### src/rtl/trng_pkg.sv
`default_nettype none
// ============================================================================
//  Module      : trng_pkg
//  Description : Shared FSM state encoding, default parameter values and a
//                counter-width helper for the TRNG collector.
//  Revision    : 1.0 - initial release
// ============================================================================
package trng_pkg;

    typedef enum logic [2:0] {
        ST_IDLE    = 3'd0,
        ST_WARMUP  = 3'd1,
        ST_COLLECT = 3'd2,
        ST_DONE    = 3'd3,
        ST_FAIL    = 3'd4
    } trng_state_t;

    localparam int DEF_OUT_W     = 128;
    localparam int DEF_NSRC      = 8;
    localparam int DEF_WARMUP    = 200;
    localparam int DEF_REP_LIMIT = 32;

    // Bits needed to hold 0..max_val; never narrower than one bit so a
    // zero-length phase still gets a legal counter.
    function automatic int cnt_width(input int max_val);
        if (max_val < 1) begin
            return 1;
        end
        return $clog2(max_val + 1);
    endfunction

endpackage
`default_nettype wire

### src/rtl/trng_health_rep.sv
`default_nettype none
// ============================================================================
//  Module      : trng_health_rep
//  Description : Repetition-count health test. Tracks the run length of
//                identical raw bits while valid is high and flags a failure
//                in the same cycle the run reaches REP_LIMIT.
//  Revision    : 1.0 - initial release
// ============================================================================
module trng_health_rep
    import trng_pkg::*;
#(
    parameter int REP_LIMIT = DEF_REP_LIMIT
) (
    input  logic clk,
    input  logic rst_n,
    input  logic bit_in,
    input  logic valid,
    input  logic clear,
    output logic fail
);

    localparam int RUN_W = cnt_width(REP_LIMIT);

    logic [RUN_W-1:0] run_cnt;
    logic [RUN_W-1:0] run_next;
    logic             last_bit;

    // Run length including the current bit; a zero count means no history,
    // and the count saturates at the limit so it can never wrap.
    always_comb begin
        run_next = RUN_W'(1);
        if ((run_cnt != '0) && (bit_in == last_bit)) begin
            if (run_cnt == RUN_W'(REP_LIMIT)) begin
                run_next = run_cnt;
            end else begin
                run_next = run_cnt + 1'b1;
            end
        end
    end

    assign fail = valid && (run_next >= RUN_W'(REP_LIMIT));

    // Run history, restarted whenever a new request is accepted.
    always_ff @(posedge clk or negedge rst_n) begin
        if (!rst_n) begin
            run_cnt  <= '0;
            last_bit <= 1'b0;
        end else if (clear) begin
            run_cnt  <= '0;
            last_bit <= 1'b0;
        end else if (valid) begin
            run_cnt  <= run_next;
            last_bit <= bit_in;
        end
    end

endmodule
`default_nettype wire

### src/rtl/trng_collector.sv
`default_nettype none
// ============================================================================
//  Module      : trng_collector
//  Description : Collects OUT_W random bits from NSRC ring-oscillator inputs.
//                Inputs are synchronised and XOR-folded into one raw bit,
//                discarded for WARMUP cycles, optionally von Neumann debiased
//                and shifted into a word, guarded by a repetition test.
//  Revision    : 1.0 - initial release
// ============================================================================
module trng_collector
    import trng_pkg::*;
#(
    parameter int OUT_W     = DEF_OUT_W,
    parameter int NSRC      = DEF_NSRC,
    parameter int WARMUP    = DEF_WARMUP,
    parameter int REP_LIMIT = DEF_REP_LIMIT
) (
    input  logic             clk,
    input  logic             rst_n,
    input  logic             go,
    input  logic             vn_en,
    input  logic [NSRC-1:0]  ent_in,
    output logic [OUT_W-1:0] rand_out,
    output logic             done,
    output logic             busy,
    output logic             fail
);

    localparam int CYC_W = cnt_width(WARMUP);
    localparam int BIT_W = cnt_width(OUT_W);

    trng_state_t      state;
    logic [NSRC-1:0]  sync1;
    logic [NSRC-1:0]  sync2;
    logic             raw_bit;
    logic [CYC_W-1:0] cyc_cnt;
    logic [BIT_W-1:0] bit_cnt;
    // Holds the OUT_W-1 bits gathered so far; the final bit joins them
    // directly on the way into rand_out.
    logic [OUT_W-2:0] partial;
    logic [OUT_W-1:0] shift_next;
    logic             vn_mode;
    logic             pair_phase;
    logic             pair_first;
    logic             start;
    logic             collecting;
    logic             accept;
    logic             acc_bit;
    logic             word_full;
    logic             health_fail;

    // Two-flop synchroniser on every asynchronous entropy input.
    always_ff @(posedge clk or negedge rst_n) begin
        if (!rst_n) begin
            sync1 <= '0;
            sync2 <= '0;
        end else begin
            sync1 <= ent_in;
            sync2 <= sync1;
        end
    end

    assign raw_bit    = ^sync2;
    assign start      = go && ((state == ST_IDLE) || (state == ST_DONE) || (state == ST_FAIL));
    assign collecting = (state == ST_COLLECT);

    // Bit acceptance: every raw bit in plain mode; in debias mode only the
    // second bit of an unequal pair, where the pair's first bit is the output.
    always_comb begin
        accept  = 1'b0;
        acc_bit = raw_bit;
        if (collecting) begin
            if (!vn_mode) begin
                accept = 1'b1;
            end else if (pair_phase && (pair_first != raw_bit)) begin
                accept  = 1'b1;
                acc_bit = pair_first;
            end
        end
    end

    assign shift_next = {acc_bit, partial};
    assign word_full  = accept && (bit_cnt == BIT_W'(OUT_W - 1));

    trng_health_rep #(
        .REP_LIMIT (REP_LIMIT)
    ) u_health_rep (
        .clk    (clk),
        .rst_n  (rst_n),
        .bit_in (raw_bit),
        .valid  (collecting),
        .clear  (start),
        .fail   (health_fail)
    );

    // Control FSM with registered status outputs and the result register.
    always_ff @(posedge clk or negedge rst_n) begin
        if (!rst_n) begin
            state      <= ST_IDLE;
            cyc_cnt    <= '0;
            bit_cnt    <= '0;
            partial    <= '0;
            vn_mode    <= 1'b0;
            pair_phase <= 1'b0;
            pair_first <= 1'b0;
            rand_out   <= '0;
            done       <= 1'b0;
            busy       <= 1'b0;
            fail       <= 1'b0;
        end else begin
            case (state)
                ST_IDLE, ST_DONE, ST_FAIL: begin
                    if (go) begin
                        state      <= ST_WARMUP;
                        cyc_cnt    <= '0;
                        bit_cnt    <= '0;
                        partial    <= '0;
                        vn_mode    <= vn_en;
                        pair_phase <= 1'b0;
                        pair_first <= 1'b0;
                        done       <= 1'b0;
                        fail       <= 1'b0;
                        busy       <= 1'b1;
                    end
                end
                ST_WARMUP: begin
                    // Counter stops at WARMUP, so it never wraps.
                    if (cyc_cnt == CYC_W'(WARMUP)) begin
                        state <= ST_COLLECT;
                    end else begin
                        cyc_cnt <= cyc_cnt + 1'b1;
                    end
                end
                ST_COLLECT: begin
                    if (vn_mode) begin
                        pair_phase <= ~pair_phase;
                        if (!pair_phase) begin
                            pair_first <= raw_bit;
                        end
                    end
                    // A health failure wins over a word completing this cycle.
                    if (health_fail) begin
                        state <= ST_FAIL;
                        fail  <= 1'b1;
                        busy  <= 1'b0;
                    end else if (accept) begin
                        bit_cnt <= bit_cnt + 1'b1;
                        if (word_full) begin
                            rand_out <= shift_next;
                            state    <= ST_DONE;
                            done     <= 1'b1;
                            busy     <= 1'b0;
                        end else begin
                            partial <= shift_next[OUT_W-1:1];
                        end
                    end
                end
                default: begin
                    state <= ST_IDLE;
                end
            endcase
        end
    end

endmodule
`default_nettype wire

### config.mk
export PLATFORM = sky130hd
export DESIGN_NAME = trng_collector
export DESIGN_NICKNAME = d
export VERILOG_FILES = /design/src/rtl/trng_pkg.sv /design/src/rtl/trng_health_rep.sv /design/src/rtl/trng_collector.sv
export SDC_FILE = /design/constraint.sdc
export NUM_CORES = 1
export LEC_CHECK = 0
export ABC_AREA = 1
export CAP_MARGIN = 20
export CORE_ASPECT_RATIO = 0.6
export CORE_MARGIN = 5
export CORE_UTILIZATION = 63
export CTS_BUF_LIST = sky130_fd_sc_hd__clkbuf_4
export CTS_CLUSTER_DIAMETER = 150
export DETAILED_ROUTE_END_ITERATION = 8
export PLACE_DENSITY = 0.88
export SLEW_MARGIN = 20
export SYNTH_ARGS = -nofsm -noshare
export SYNTH_HDL_FRONTEND = slang
export SYNTH_SLANG_ARGS = --single-unit
### constraint.sdc
create_clock -name clk -period 3.7 [get_ports clk]
set_input_delay 0.37 -clock clk [delete_from_list [all_inputs] [get_ports clk]]
set_output_delay 0.37 -clock clk [all_outputs]
set_load 0.05 [all_outputs]
==> qor.csv <==
stage;metric;value;unit
status;status;complete, no violations;
yosys;synth.avg_cell_area;8.656;µm²
power;p_int;4.967;mW
critical_path;path_class;register to register;
yosys;synthesis.nets;1551;
power;p_seq_frac;0.458;
cts;cts_tree;built;
yosys;yosysTopAreaCell;dfrtp_1;
critical_path;cp.required;4.31;ns
power;p_comb_frac;0.220;
critical_path;cp_max_fo;66;
power;clkPwrFrac;0.322;
timing;fin_crit;3.027;ns
cts;numCtsBuffers;71;
yosys;synth.top_cell.area_share;0.5710;
finish;final_area;15610;µm²
yosys;synth-edff-count;0;
detailed_routing;routed-via-count;10470;
critical_path;cpPeakStageDelay;0.58;ns
cts;cts_buffer_depth;3;
placed_design;dpl-instance-area;14830;µm²
detailed_routing;drt_first_iter_violations;1047;
detailed_routing;drc;0;
floorplanning;die_area;24180;µm²
finish;nFillCells;1484;
timing;setup_viol;0;
floorplanning;die_x;197.4;µm
global_route;antenna_found_initial;0;
critical_path;path_delay_family;buffers and inverters;
power;leakage;7.466;nW
placed_design;dpl.hpwl;17990;µm
floorplanning;dieHeight;122.5;µm
finish;fin_util;0.7478;
placed_design;gp_congestion;0.8176;
detailed_routing;post_drt_wl_per_cell;14.18;µm
detailed_routing;dr.pass1.iters;5;
global_route;grt-ovfl-total;0;
finish;regArea;7582;µm²
cts;htreeDepth;3;
cts;ctsHoldBuffers;1;
power;swShare;0.3483;
timing;hold_viol_final;0;
floorplanning;start_util;0.6360;
critical_path;cp.arrival;3.63;ns
power;switching_power;2.654;mW
finish;layout-drive-gt1-share;0.08202;
power;power.total;7.620;mW
floorplanning;num_rows;41;
yosys;yosys-top-cells-area;dfrtp_1 57%, nand2_1 17%, nand3b_1 7.1%;
finish;multi_input_area;4544;µm²
detailed_routing;drt.antenna.violating_nets;0;
yosys;synth_cells;1534;
global_route;grt_pass1_vias;10190;
global_route;grt_pass1_wl;48830;µm
placed_design;portBuffers;142;
timing;maxSlewViolCount;0;
job;cap_violations;0;
finish;area_delta_synth_final;17.58;%
worst_hold_path;holdCritPathClass;input pin to register;
global_route;grt_max_degree;94;
timing;fin_worst_skew;0.05099;ns
critical_path;worstSetupStartpointType;register;
power;powerDensity;488.1;nW/µm²
cts;postCtsSetupBuffers;0;
critical_path;path_common_cell;buf_4;
yosys;yosysSeqAreaShare;0.5710;
cts;cts_resized;0;
yosys;synth.most_common_cell;nand2_1;
timing;tns;0;ns
yosys;netlist_area;13280;µm²
critical_path;crit_path_top_delay_cell;buf_4;
timing;post-route-period-util;0.8181;
timing;rsz0062_at_grt;no;
power;ir_drop;0.5942;mV
floorplanning;core;20880;µm²
critical_path;path_cells;nor3_4 -> buf_4 -> nor2_2 -> inv_2 -> nand2_1 -> nor2_4 -> buf_4 -> buf_4 -> nand3b_1 -> nand2_1;
floorplanning;pin_count;143;
detailed_routing;drt-total-wl;28340;µm
cts;clock_tree.root_cell;clkbuf_4;
yosys;synthArstFlopShare;1.000;
yosys;synth.distinct_cells;27;
finish;n_antenna_cell;0;
critical_path;r2r_slack;0.67;ns
yosys;synth_common_cells;593 x nand2_1, 303 x dfrtp_1, 169 x inv_1;
global_route;grtUsageTotal;0.2441;
yosys;ys_ff_latch;303;
critical_path;critPathBufInv;4;
timing;tightest_slew;0.9976;ns
detailed_routing;vias_per_cell;5.239;
timing;maxSlewHeadroom;0.3349;
yosys;synth_warnings;0;
cts;clock_sinks;303;
cts;clk_latency;0.69;ns
finish;finalNetCount;1703;
yosys;synth_flop_cell;dfrtp_1;
timing;fmax;330.4;MHz
cts;cts.clk_slew.worst_paths;0.07;ns
critical_path;worstSetupEndpointType;register;
power by group through the flow:
stage / logic, mW / clock network [mW] / registers (mW)
after floorplan: 1.32 / 0 / 3.56
after global placement: 1.62 / 0 / 3.54
after detailed placement: 1.66 / 0 / 3.55
after CTS: 1.67 / 2.53 / 3.49
after global routing: 1.86 / 2.71 / 3.50
final: 1.68 / 2.45 / 3.49
worst reg2reg max path, stage by stage, from the launching register on:
cell      delay, ns
dfrtp_1        0.45
nor3_4         0.23
buf_4          0.45
nor2_2         0.13
inv_2          0.13
nand2_1        0.10
nor2_4         0.13
buf_4          0.58
buf_4          0.51
nand3b_1       0.17
nand2_1        0.10
worst paths after layout:
path / start / end / cells after the start
setup / recovery: state[0]$_DFFE_PN0P_ / partial[77]$_DFFE_PN0P_ / 10
hold / removal: ent_in[3] / sync1[3]$_DFF_PN0_ / 1
setup reg to reg: state[0]$_DFFE_PN0P_ / partial[77]$_DFFE_PN0P_ / 10
hold reg to reg: sync1[4]$_DFF_PN0_ / sync2[4]$_DFF_PN0_ / 0
max in group asynchronous: rst_n / rand_out[3]$_DFFE_PN0P_ / 3
min in group asynchronous: rst_n / rand_out[110]$_DFFE_PN0P_ / 2
metal layers:
layer  up-vias  track usage  wire (µm)  share of wire
li1       5103            -          -              -
met4         0      0.07532        479          0.017
met5         -            0          0              0
met1      5037       0.3606      13280           0.47
met3        47      0.05624       1684          0.059
met2       281       0.3654      12900           0.46
registers in the layout, summed over array words and instances (netlist names), 3 cells and up:
signal                flops
sync2                     8
rand_out                128
state                     3
partial                 127
u_health_rep.run_cnt      6
cyc_cnt                   8
sync1                     8
bit_cnt                   8
layout by cell type, fill, tap and decap left out, drive strengths merged:
cell,count
nand2,594
dfrtp,303
inv,176
o21ai,147
clkdlybuf4s50,141
nand3b,126
clkbuf,100
nor2,37
nand3,23
buf,23
a21oi,11
xor2,10
nor3,8
nand4,5
ha,5
nor4,4
clkinv,3
o41ai,1
o211ai,1
dlygate4sd3,1
through the flow:
step	cells	worst slack, ns	hold slack (ns)
global route	1998	0.4247	0.09729
global placement	1891	0.8122	0.3317
detailed placement	1891	0.6684	0.3364
finish	1998	0.6730	0.1642
CTS	1998	0.7059	0.1037
floorplan	1534	1.865	0.07441
area by class of cell:
cell class                      count  area share
Inverter                          173     0.04159
Timing Repair Buffer              165      0.1098
Tap cell                          279     0.02236
Clock inverter                      6    0.001523
Multi-Input combinational cell    972      0.2910
Sequential cell                   303      0.4856
Clock buffer                      100     0.04808
cells by family after synthesis:
kind of cell,synth area share
AO/OA/AOI/OAI,0.06134
XOR/XNOR,0.006595
adder cells (fa/ha/maj),0.004711
buffers and inverters,0.08848
flip-flops,0.5710
AND/OR/NAND/NOR,0.2679
No activity file was read; power rests on OpenSTA's default activity.
